## src/rtl/des_round_ctrl.sv

```systemverilog
// Iterative DES controller: runs one external combinational f_function over ROUNDS
// rounds (one per clock), holding the L/R halves, the C/D key schedule and the handshakes.
module des_round_ctrl #(
  parameter int ROUNDS = 16,
  parameter bit USE_IP = 1'b1
) (
  input  logic        clk,
  input  logic        rst_n,
  input  logic        in_valid,
  output logic        in_ready,
  input  logic        decrypt,
  input  logic [63:0] data_in,
  input  logic [63:0] key_in,
  output logic [31:0] f_R,
  output logic [47:0] f_key,
  input  logic [31:0] f_out,
  output logic        out_valid,
  input  logic        out_ready,
  output logic [63:0] data_out,
  output logic        busy,
  output logic [1:0]  o_dbg_state
);

  // Handshakes: a transfer happens on a rising edge where valid and ready are both 1;
  // in_ready is high only in IDLE, out_valid only in DONE, with data_out frozen meanwhile.
  typedef enum logic [1:0] {S_IDLE = 2'd0, S_ROUND = 2'd1, S_DONE = 2'd2} state_t;

  localparam logic [3:0] LAST = 4'(ROUNDS - 1);

  localparam int IP_T [64] = '{58,50,42,34,26,18,10,2, 60,52,44,36,28,20,12,4,
                               62,54,46,38,30,22,14,6, 64,56,48,40,32,24,16,8,
                               57,49,41,33,25,17, 9,1, 59,51,43,35,27,19,11,3,
                               61,53,45,37,29,21,13,5, 63,55,47,39,31,23,15,7};
  localparam int FP_T [64] = '{40,8,48,16,56,24,64,32, 39,7,47,15,55,23,63,31,
                               38,6,46,14,54,22,62,30, 37,5,45,13,53,21,61,29,
                               36,4,44,12,52,20,60,28, 35,3,43,11,51,19,59,27,
                               34,2,42,10,50,18,58,26, 33,1,41, 9,49,17,57,25};
  localparam int PC1_T [56] = '{57,49,41,33,25,17, 9,  1,58,50,42,34,26,18,
                                10, 2,59,51,43,35,27, 19,11, 3,60,52,44,36,
                                63,55,47,39,31,23,15,  7,62,54,46,38,30,22,
                                14, 6,61,53,45,37,29, 21,13, 5,28,20,12, 4};
  localparam int PC2_T [48] = '{14,17,11,24, 1, 5,  3,28,15, 6,21,10,
                                23,19,12, 4,26, 8, 16, 7,27,20,13, 2,
                                41,52,31,37,47,55, 30,40,51,45,33,48,
                                44,49,39,56,34,53, 46,42,50,36,29,32};

  // Table entries are DES bit numbers: DES bit 1 is the MSB of each vector.
  function automatic logic [63:0] perm_ip(input logic [63:0] x);
    logic [63:0] y;
    for (int i = 0; i < 64; i++) y[6'(63 - i)] = x[6'(64 - IP_T[i])];
    return y;
  endfunction

  function automatic logic [63:0] perm_fp(input logic [63:0] x);
    logic [63:0] y;
    for (int i = 0; i < 64; i++) y[6'(63 - i)] = x[6'(64 - FP_T[i])];
    return y;
  endfunction

  function automatic logic [55:0] perm_pc1(input logic [63:0] x);
    logic [55:0] y;
    for (int i = 0; i < 56; i++) y[6'(55 - i)] = x[6'(64 - PC1_T[i])];
    return y;
  endfunction

  function automatic logic [47:0] perm_pc2(input logic [55:0] x);
    logic [47:0] y;
    for (int i = 0; i < 48; i++) y[6'(47 - i)] = x[6'(56 - PC2_T[i])];
    return y;
  endfunction

  state_t      r_state, w_state_next;
  logic [31:0] r_l, r_r;
  logic [27:0] r_c, r_d, w_c_next, w_d_next;
  logic [3:0]  r_cnt;
  logic        r_dec;
  logic [63:0] r_data_out;
  logic        w_accept, w_last, w_one;
  logic [31:0] w_l_new;

  assign w_accept = (r_state == S_IDLE) && in_valid;
  assign w_last   = (r_state == S_ROUND) && (r_cnt == LAST);
  assign w_l_new  = r_l ^ f_out;

  // Decrypt walks the encrypt schedule backwards: at step k it undoes the shift of
  // encrypt round 17-k, which is a single bit for k = 1, 8, 15 and none at k = 0.
  always_comb begin
    w_c_next = r_c;
    w_d_next = r_d;
    w_one    = 1'b0;
    if (!r_dec) begin
      w_one = (r_cnt == 4'd0) || (r_cnt == 4'd1) || (r_cnt == 4'd8) || (r_cnt == 4'd15);
      if (w_one) begin
        w_c_next = {r_c[26:0], r_c[27]};
        w_d_next = {r_d[26:0], r_d[27]};
      end else begin
        w_c_next = {r_c[25:0], r_c[27:26]};
        w_d_next = {r_d[25:0], r_d[27:26]};
      end
    end else if (r_cnt != 4'd0) begin
      w_one = (r_cnt == 4'd1) || (r_cnt == 4'd8) || (r_cnt == 4'd15);
      if (w_one) begin
        w_c_next = {r_c[0], r_c[27:1]};
        w_d_next = {r_d[0], r_d[27:1]};
      end else begin
        w_c_next = {r_c[1:0], r_c[27:2]};
        w_d_next = {r_d[1:0], r_d[27:2]};
      end
    end
  end

  assign f_R   = r_r;
  assign f_key = perm_pc2({w_c_next, w_d_next});

  always_ff @(posedge clk or negedge rst_n) begin
    if (!rst_n) r_state <= S_IDLE;
    else        r_state <= w_state_next;
  end

  always_comb begin
    w_state_next = r_state;
    in_ready     = 1'b0;
    out_valid    = 1'b0;
    busy         = 1'b0;
    case (r_state)
      S_IDLE: begin
        in_ready = 1'b1;
        if (in_valid) w_state_next = S_ROUND;
      end
      S_ROUND: begin
        busy = 1'b1;
        if (w_last) w_state_next = S_DONE;
      end
      S_DONE: begin
        busy      = 1'b1;
        out_valid = 1'b1;
        if (out_ready) w_state_next = S_IDLE;
      end
      default: w_state_next = S_IDLE;
    endcase
  end

  always_ff @(posedge clk or negedge rst_n) begin
    if (!rst_n) begin
      r_l        <= '0;
      r_r        <= '0;
      r_c        <= '0;
      r_d        <= '0;
      r_cnt      <= '0;
      r_dec      <= 1'b0;
      r_data_out <= '0;
    end else if (w_accept) begin
      {r_l, r_r} <= USE_IP ? perm_ip(data_in) : data_in;
      {r_c, r_d} <= perm_pc1(key_in);
      r_dec      <= decrypt;
      r_cnt      <= '0;
    end else if (r_state == S_ROUND) begin
      r_l <= r_r;
      r_r <= w_l_new;
      r_c <= w_c_next;
      r_d <= w_d_next;
      if (w_last) begin
        // The final round is not swapped: the block leaves as {R16, L16}.
        r_data_out <= USE_IP ? perm_fp({w_l_new, r_r}) : {w_l_new, r_r};
      end else begin
        r_cnt <= r_cnt + 4'd1;
      end
    end
  end

  assign data_out    = r_data_out;
  assign o_dbg_state = r_state;

endmodule

```

## config.mk

```make
export PLATFORM = sky130hd
export DESIGN_NAME = des_round_ctrl
export DESIGN_NICKNAME = d
export VERILOG_FILES = /design/src/rtl/des_round_ctrl.sv
export SDC_FILE = /design/constraint.sdc
export NUM_CORES = 1
export LEC_CHECK = 0
export ABC_CLOCK_PERIOD_IN_PS = 2900
export CAP_MARGIN = 30
export CORE_MARGIN = 4
export CORE_UTILIZATION = 50
export CTS_BUF_LIST = sky130_fd_sc_hd__clkbuf_8
export CTS_CLUSTER_SIZE = 40
export DETAILED_ROUTE_END_ITERATION = 8
export DONT_BUFFER_PORTS = 1
export GPL_ROUTABILITY_DRIVEN = 0
export SYNTH_ARGS = -nofsm -noshare
export SYNTH_HDL_FRONTEND = slang
export SYNTH_SLANG_ARGS = --single-unit
export TNS_END_PERCENT = 100
```

## constraint.sdc

```tcl
create_clock -name clk -period 2.9 [get_ports clk]
set_input_delay 0.145 -clock clk [delete_from_list [all_inputs] [get_ports clk]]
set_output_delay 0.145 -clock clk [all_outputs]
set_load 0.05 [all_outputs]
```

==> results.yml, run 1 <==
status:
  outcome: "complete, but fails checks"
  violations: "negative hold slack"
detailed_routing:
  firstDrtPassIters: 5
  drc: 0
  postRouteAntennaNets: 0
  viasPerCell: 5.98
  vias: 7310
  wirelength_um: 23800
  drtIter0Drc: 483
  wire_per_inst_um: 19.5
global_routing:
  grtUsageTotal: 0.243
  gr-total-overflow: 0
  grt_pass1_wl_um: 38700
  grt_max_degree: 144
  antenna_found_initial: 0
  grt_pass1_vias: 7414
synthesis:
  synth_area_um2: 8530
  synth_area_per_cell_um2: 9.37
  yosysMostFrequentCell: "dfrtp_1"
  synth_seq_cells: 143
  yosysTopAreaCell: "dfrtp_1"
  synth_top_area_share: 0.420
  synth_area_leaders: "dfrtp_1 (42%), buf_4 (6.5%), mux2_2 (6.3%)"
  synth_flop_cell: "dfrtp_1"
  synth_seq_area_share: 0.420
  synth_cells: 910
  synth_edf_count: 0
  async_flop_share: 1.00
  netlist_top_cells_count: "dfrtp_1 (143), nand2_1 (99), a21oi_1 (84)"
  synth_cell_types: 55
  ys.warnings.count: 0
timing:
  worst-slew-pin-transition_ns: 0.972
  fin_crit_ns: 2.85
  skew_ns: 0.0159
  setup_violations: 0
  fin_crit_sh: 0.981
  slew_headroom: 0.352
  drv_slew: 0
  hold_viol_final: 143
  rsz0062_at_grt: "yes"
  fmax_ghz: 0.351
  fin_hold_ws_ns: -0.630
place:
  dp_hpwl_um: 15000
  io_buffers: 0
finish:
  antennaDiodeCount: 0
  layout-drive-gt1-share: 0.205
  n_fill_cell: 1379
  nNetsFinal: 1162
  fin_util: 0.607
  area_delta_synth_final_pct: 18.5
clock_network:
  clkLatencyLatePin_ns: 0.46
  htree_num_levels: 4
  cts.clk_slew.worst_paths_ns: 0.09
  cts_root_buffer: "clkbuf_8"
  cts_tree: "yes"
  cts_buffer_depth: 2
  cts_hold_buf: 60
  cts_sinks: 143
  cts_buffers: 17
setup_path:
  critPathKind: "reg2out"
  crit_family: "simple AND/OR/NAND/NOR gates"
  critical_path_required_ns: 2.76
  rrSetupSlack_ns: 0.41
  cpMaxStageDelayCell: "or3_4"
  cp-start-kind: "flop"
  crit_path_end_kind: "primary output"
  path_cells: "inv_2 -> ha_4 -> and3b_1 -> or3_4 -> buf_12 -> a221o_1 -> o221ai_2 -> nand2_1 -> buf_6"
  critPathBufInv: 3
  slowest_delay_ns: 0.47
  cp_max_fo: 11
  worstPathArrival_ns: 2.70
floorplan:
  core-area_um2: 16600
  fp-row-count: 47
  top_level_ports: 314
  die_y_um: 139
  die_area_um2: 19200
  chipWidth_um: 139
  initial_core_util: 0.512
job:
  cap_viol_max_count: 0
hold_path:
  hold_class: "in2async"
## kinds of logic after synthesis
kind of cell	synth area share
adders and majority gates	0.0103
buffers and inverters	0.111
DFF	0.420
and+or+nand+nor	0.0911
xor gates and xnor gates	0.0349
other	0.000440
AOI/OAI and AO/OA	0.266
muxes	0.0669
## area by class of cell
cell class | instances | area (µm²) | area share
timing repair buffer | 134 | 1300 | 0.128
clock buffer | 17 | 234 | 0.0232
multi-input combinational | 671 | 4490 | 0.444
inverter | 23 | 86.3 | 0.00854
tap | 220 | 275 | 0.0272
clock inverter | 15 | 141 | 0.0140
sequential | 143 | 3580 | 0.354
## routing by layer
metal	share of wire	GRT usage	vias to the layer above	wire length [µm]
met4	0.010	0.0603	0	248
met5	0	0	-	0
met2	0.49	0.403	320	11700
li1	-	-	3327	-
met3	0.087	0.0759	20	2080
met1	0.41	0.312	3643	9770
## stage by stage
stage | TNS [ns] | worst slack, ns | instances | instance area, µm² | hold WS, ns
floorplan | 0 | 0.161 | 979 | 8810 | -0.151
global placement | 0 | 0.218 | 1116 | 8750 | -0.146
detailed placement | 0 | 0.178 | 1116 | 8750 | -0.146
CTS | -0.00995 | -0.00813 | 1214 | 9820 | -0.653
global route | -0.532 | -0.0861 | 1223 | 10100 | -0.666
finish | 0 | 0.0548 | 1223 | 10100 | -0.630
## worst paths after layout
path / start / endpoint / cells after the start
worst min-delay path: rst_n / r_d[6] / 0
worst min register to register: r_l[26] / r_l[26] / 1
max in group asynchronous: rst_n / f_R[18] / 0
worst max register to register: o_dbg_state[0] / f_R[14] / 6
worst max-delay path: r_cnt[1] / f_key[23] / 9
min in group clk: f_out[13] / f_R[13] / 4
## sequential cells by signal, summed over array words and instances, names as in the netlist
name / cells
data_out: 16
r_c: 28
r_cnt: 4
r_dec: 1
f_R: 32
r_d: 28
o_dbg_state: 2
r_l: 32
## repair_timing
| action | CTS | global route |
|---|---|---|
| pin swaps | 5 | 17 |
| endpoints found under the hold margin | 192 | 143 |
| setup endpoints to repair | 26 | 25 |
| resized for setup | 12 | 35 |
| gates cloned | 0 | 1 |
| buffers inserted | 6 | 8 |
## placed cells by master (no fill, tap or decap), drive strengths merged, types with 2 or more instances in the layout
master / synthesis / final
conb: 1 / 70
nor3: 14 / 14
a21bo: 8 / 8
clkbuf: 47 / 18
o22a: 5 / 5
mux2: 48 / 48
a21oi: 86 / 86
a221oi: 14 / 14
nand2b: 2 / 2
o21ai: 74 / 74
a21o: 7 / 7
a311oi: 2 / 2
o32ai: 4 / 4
o221ai: 12 / 12
o22ai: 6 / 6
dfrtp: 143 / 143
xnor2: 33 / 33
inv: 23 / 33
a211oi: 32 / 32
a31oi: 10 / 10
a221o: 23 / 23
o211ai: 8 / 8
dlygate4sd3: 0 / 60
o21a: 3 / 3
buf: 95 / 73
mux2i: 3 / 3
nand2: 99 / 99
nor2: 44 / 44
clkinv: 0 / 2
clkinvlp: 0 / 3
a22o: 24 / 24
nand3: 15 / 15
ha: 7 / 7
Power of run 1 is not shown: default switching activity piles up to over one toggle a cycle in this logic, so the estimate is an artifact.
==> run 2, diff against run 1 <==
- CORE_ASPECT_RATIO: not set -> 0.5
- RECOVER_POWER: not set -> 50
==> results.yml, run 2 (synthesized netlist as in run 1, its figures left out) <==
status:
  outcome: "complete, but fails checks"
  violations: "negative hold slack"
floorplan:
  initial_core_util: 0.515
  top_level_ports: 314
  core-area_um2: 16600
  chipWidth_um: 193
  die_y_um: 100
  fp-row-count: 33
  die_area_um2: 19300
timing:
  fin_setup_tns_ns: 0
  fin_crit_ns: 2.80
  setup_violations: 0
  skew_ns: 0.0170
  setup_ws_ns: 0.0982
  fmax_ghz: 0.357
  rsz0062_at_grt: "yes"
  worst-slew-pin-transition_ns: 0.774
  fin_crit_sh: 0.966
  fin_hold_ws_ns: -0.610
  drv_slew: 0
  slew_headroom: 0.483
  hold_viol_final: 143
detailed_routing:
  drtIter0Drc: 612
  wirelength_um: 23400
  wire_per_inst_um: 19.0
  vias: 7231
  postRouteAntennaNets: 0
  viasPerCell: 5.87
  firstDrtPassIters: 6
  drc: 0
finish:
  regArea_um2: 3580
  mostFrequentLayoutCell: "dfrtp_1"
  antennaDiodeCount: 0
  area_delta_synth_final_pct: 19.6
  nNetsFinal: 1166
  stdcell_count: 1232
  final_cell_mix: "dfrtp_1 (142), nand2_1 (90), a21oi_1 (83), o21ai_0 (73), conb_1 (70)"
  multiInputGateArea_um2: 4530
  layout-drive-gt1-share: 0.216
  n_fill_cell: 1419
setup_path:
  path_cells: "inv_2 -> ha_4 -> and3b_2 -> or3_4 -> a221o_1 -> o221ai_2 -> nand2_2 -> buf_12"
  critPathKind: "reg2out"
  worstPathArrival_ns: 2.66
  cpMaxStageDelayCell: "or3_4"
  cp-start-kind: "flop"
  crit_family: "simple AND/OR/NAND/NOR gates"
  critical_path_required_ns: 2.76
  cp_max_fo: 7
  slowest_delay_ns: 0.45
  crit_path_end_kind: "primary output"
  critPathBufInv: 2
  critPathLaunch: "r_cnt[1]"
  r2r-start: "o_dbg_state[1]"
place:
  place_ws_ns: 0.151
  dp_hpwl_um: 14500
  dp_cells: 1122
  io_buffers: 0
global_routing:
  met1_usage: 0.321
  grtUsageTotal: 0.239
  grt_util_met2: 0.389
  top_usage_layer: "met2"
  use_met3: 0.0691
  grt_pass1_vias: 6975
  gr-total-overflow: 0
  antenna_found_initial: 0
  grt_pass1_wl_um: 37000
  grt_max_degree: 144
job:
  cap_viol_max_count: 0
clock_network:
  cts_sinks: 143
  cts_tree: "yes"
  cts_root_buffer: "clkbuf_8"
  cts_buffers: 17
  htree_num_levels: 4
  cts.clk_slew.worst_paths_ns: 0.09
  clkLatencyLatePin_ns: 0.45
  cts_buffer_depth: 2
hold_path:
  hold_class: "in2async"
==> run 2: cell types whose count changed in the layout (fill, tap and decap cells not counted), sizes merged <==
cell,before,now
clkbuf,18,19
or3,1,4
clkinvlp,3,2
clkinv,2,6
inv,33,25
a21o,7,8
bufinv,0,2
==> run 2: area by class of cell <==
type,count,share of cell area
Clock buffer,18,0.0243
Multi-Input combinational cell,675,0.444
Sequential cell,143,0.351
Inverter,23,0.00847
Tap cell,227,0.0278
Timing Repair Buffer,134,0.131
Clock inverter,12,0.0135
==> run 2: layer usage <==
layer | vias up | share of wire
met2 | 295 | 0.47
met3 | 28 | 0.082
met4 | 0 | 0.012
met1 | 3580 | 0.43
li1 | 3328 | -
met5 | - | 0
==> run 2: worst paths after layout <==
path	end	slack, ns	depth (start not counted)
min in group clk	f_R[31]	0.01	4
max in group asynchronous	r_l[10]	3.20	0
setup reg to reg	o_dbg_state[1]	0.18	6
hold reg to reg	r_l[6]	0.53	1
hold / removal	r_c[18]	-0.61	0
setup / recovery	f_key[2]	0.1	8
==> run 2: worst register-to-register path: cells and delay by family, from the launching register on <==
kind	cells	cell delay, ns
buf+inv	3	1.26
fa+ha+maj	1	0.66
compound gates	2	0.39
flops	1	0.35
==> run 2: through the flow <==
| step | cell area [µm²] | util |
|---|---|---|
| 3_3_place_gp | 8850 | 0.535 |
| 3_5_place_dp | 8850 | 0.535 |
| 6_report | 10200 | 0.616 |
| 5_1_grt | 10200 | 0.616 |
| 2_1_floorplan | 8810 | - |
| 4_1_cts | 9910 | 0.598 |
==> run 2: timing repair <==
action                                  4_1_cts  5_1_grt
gates cloned                                  1        3
endpoints found under the setup margin       26       26
pin swaps                                     3       20
hold buffers                                 59        1
endpoints found under the hold margin       192      144
buffers inserted                              2       14
gates resized for setup                      13       36
Power of run 2 is left out for the same reason.
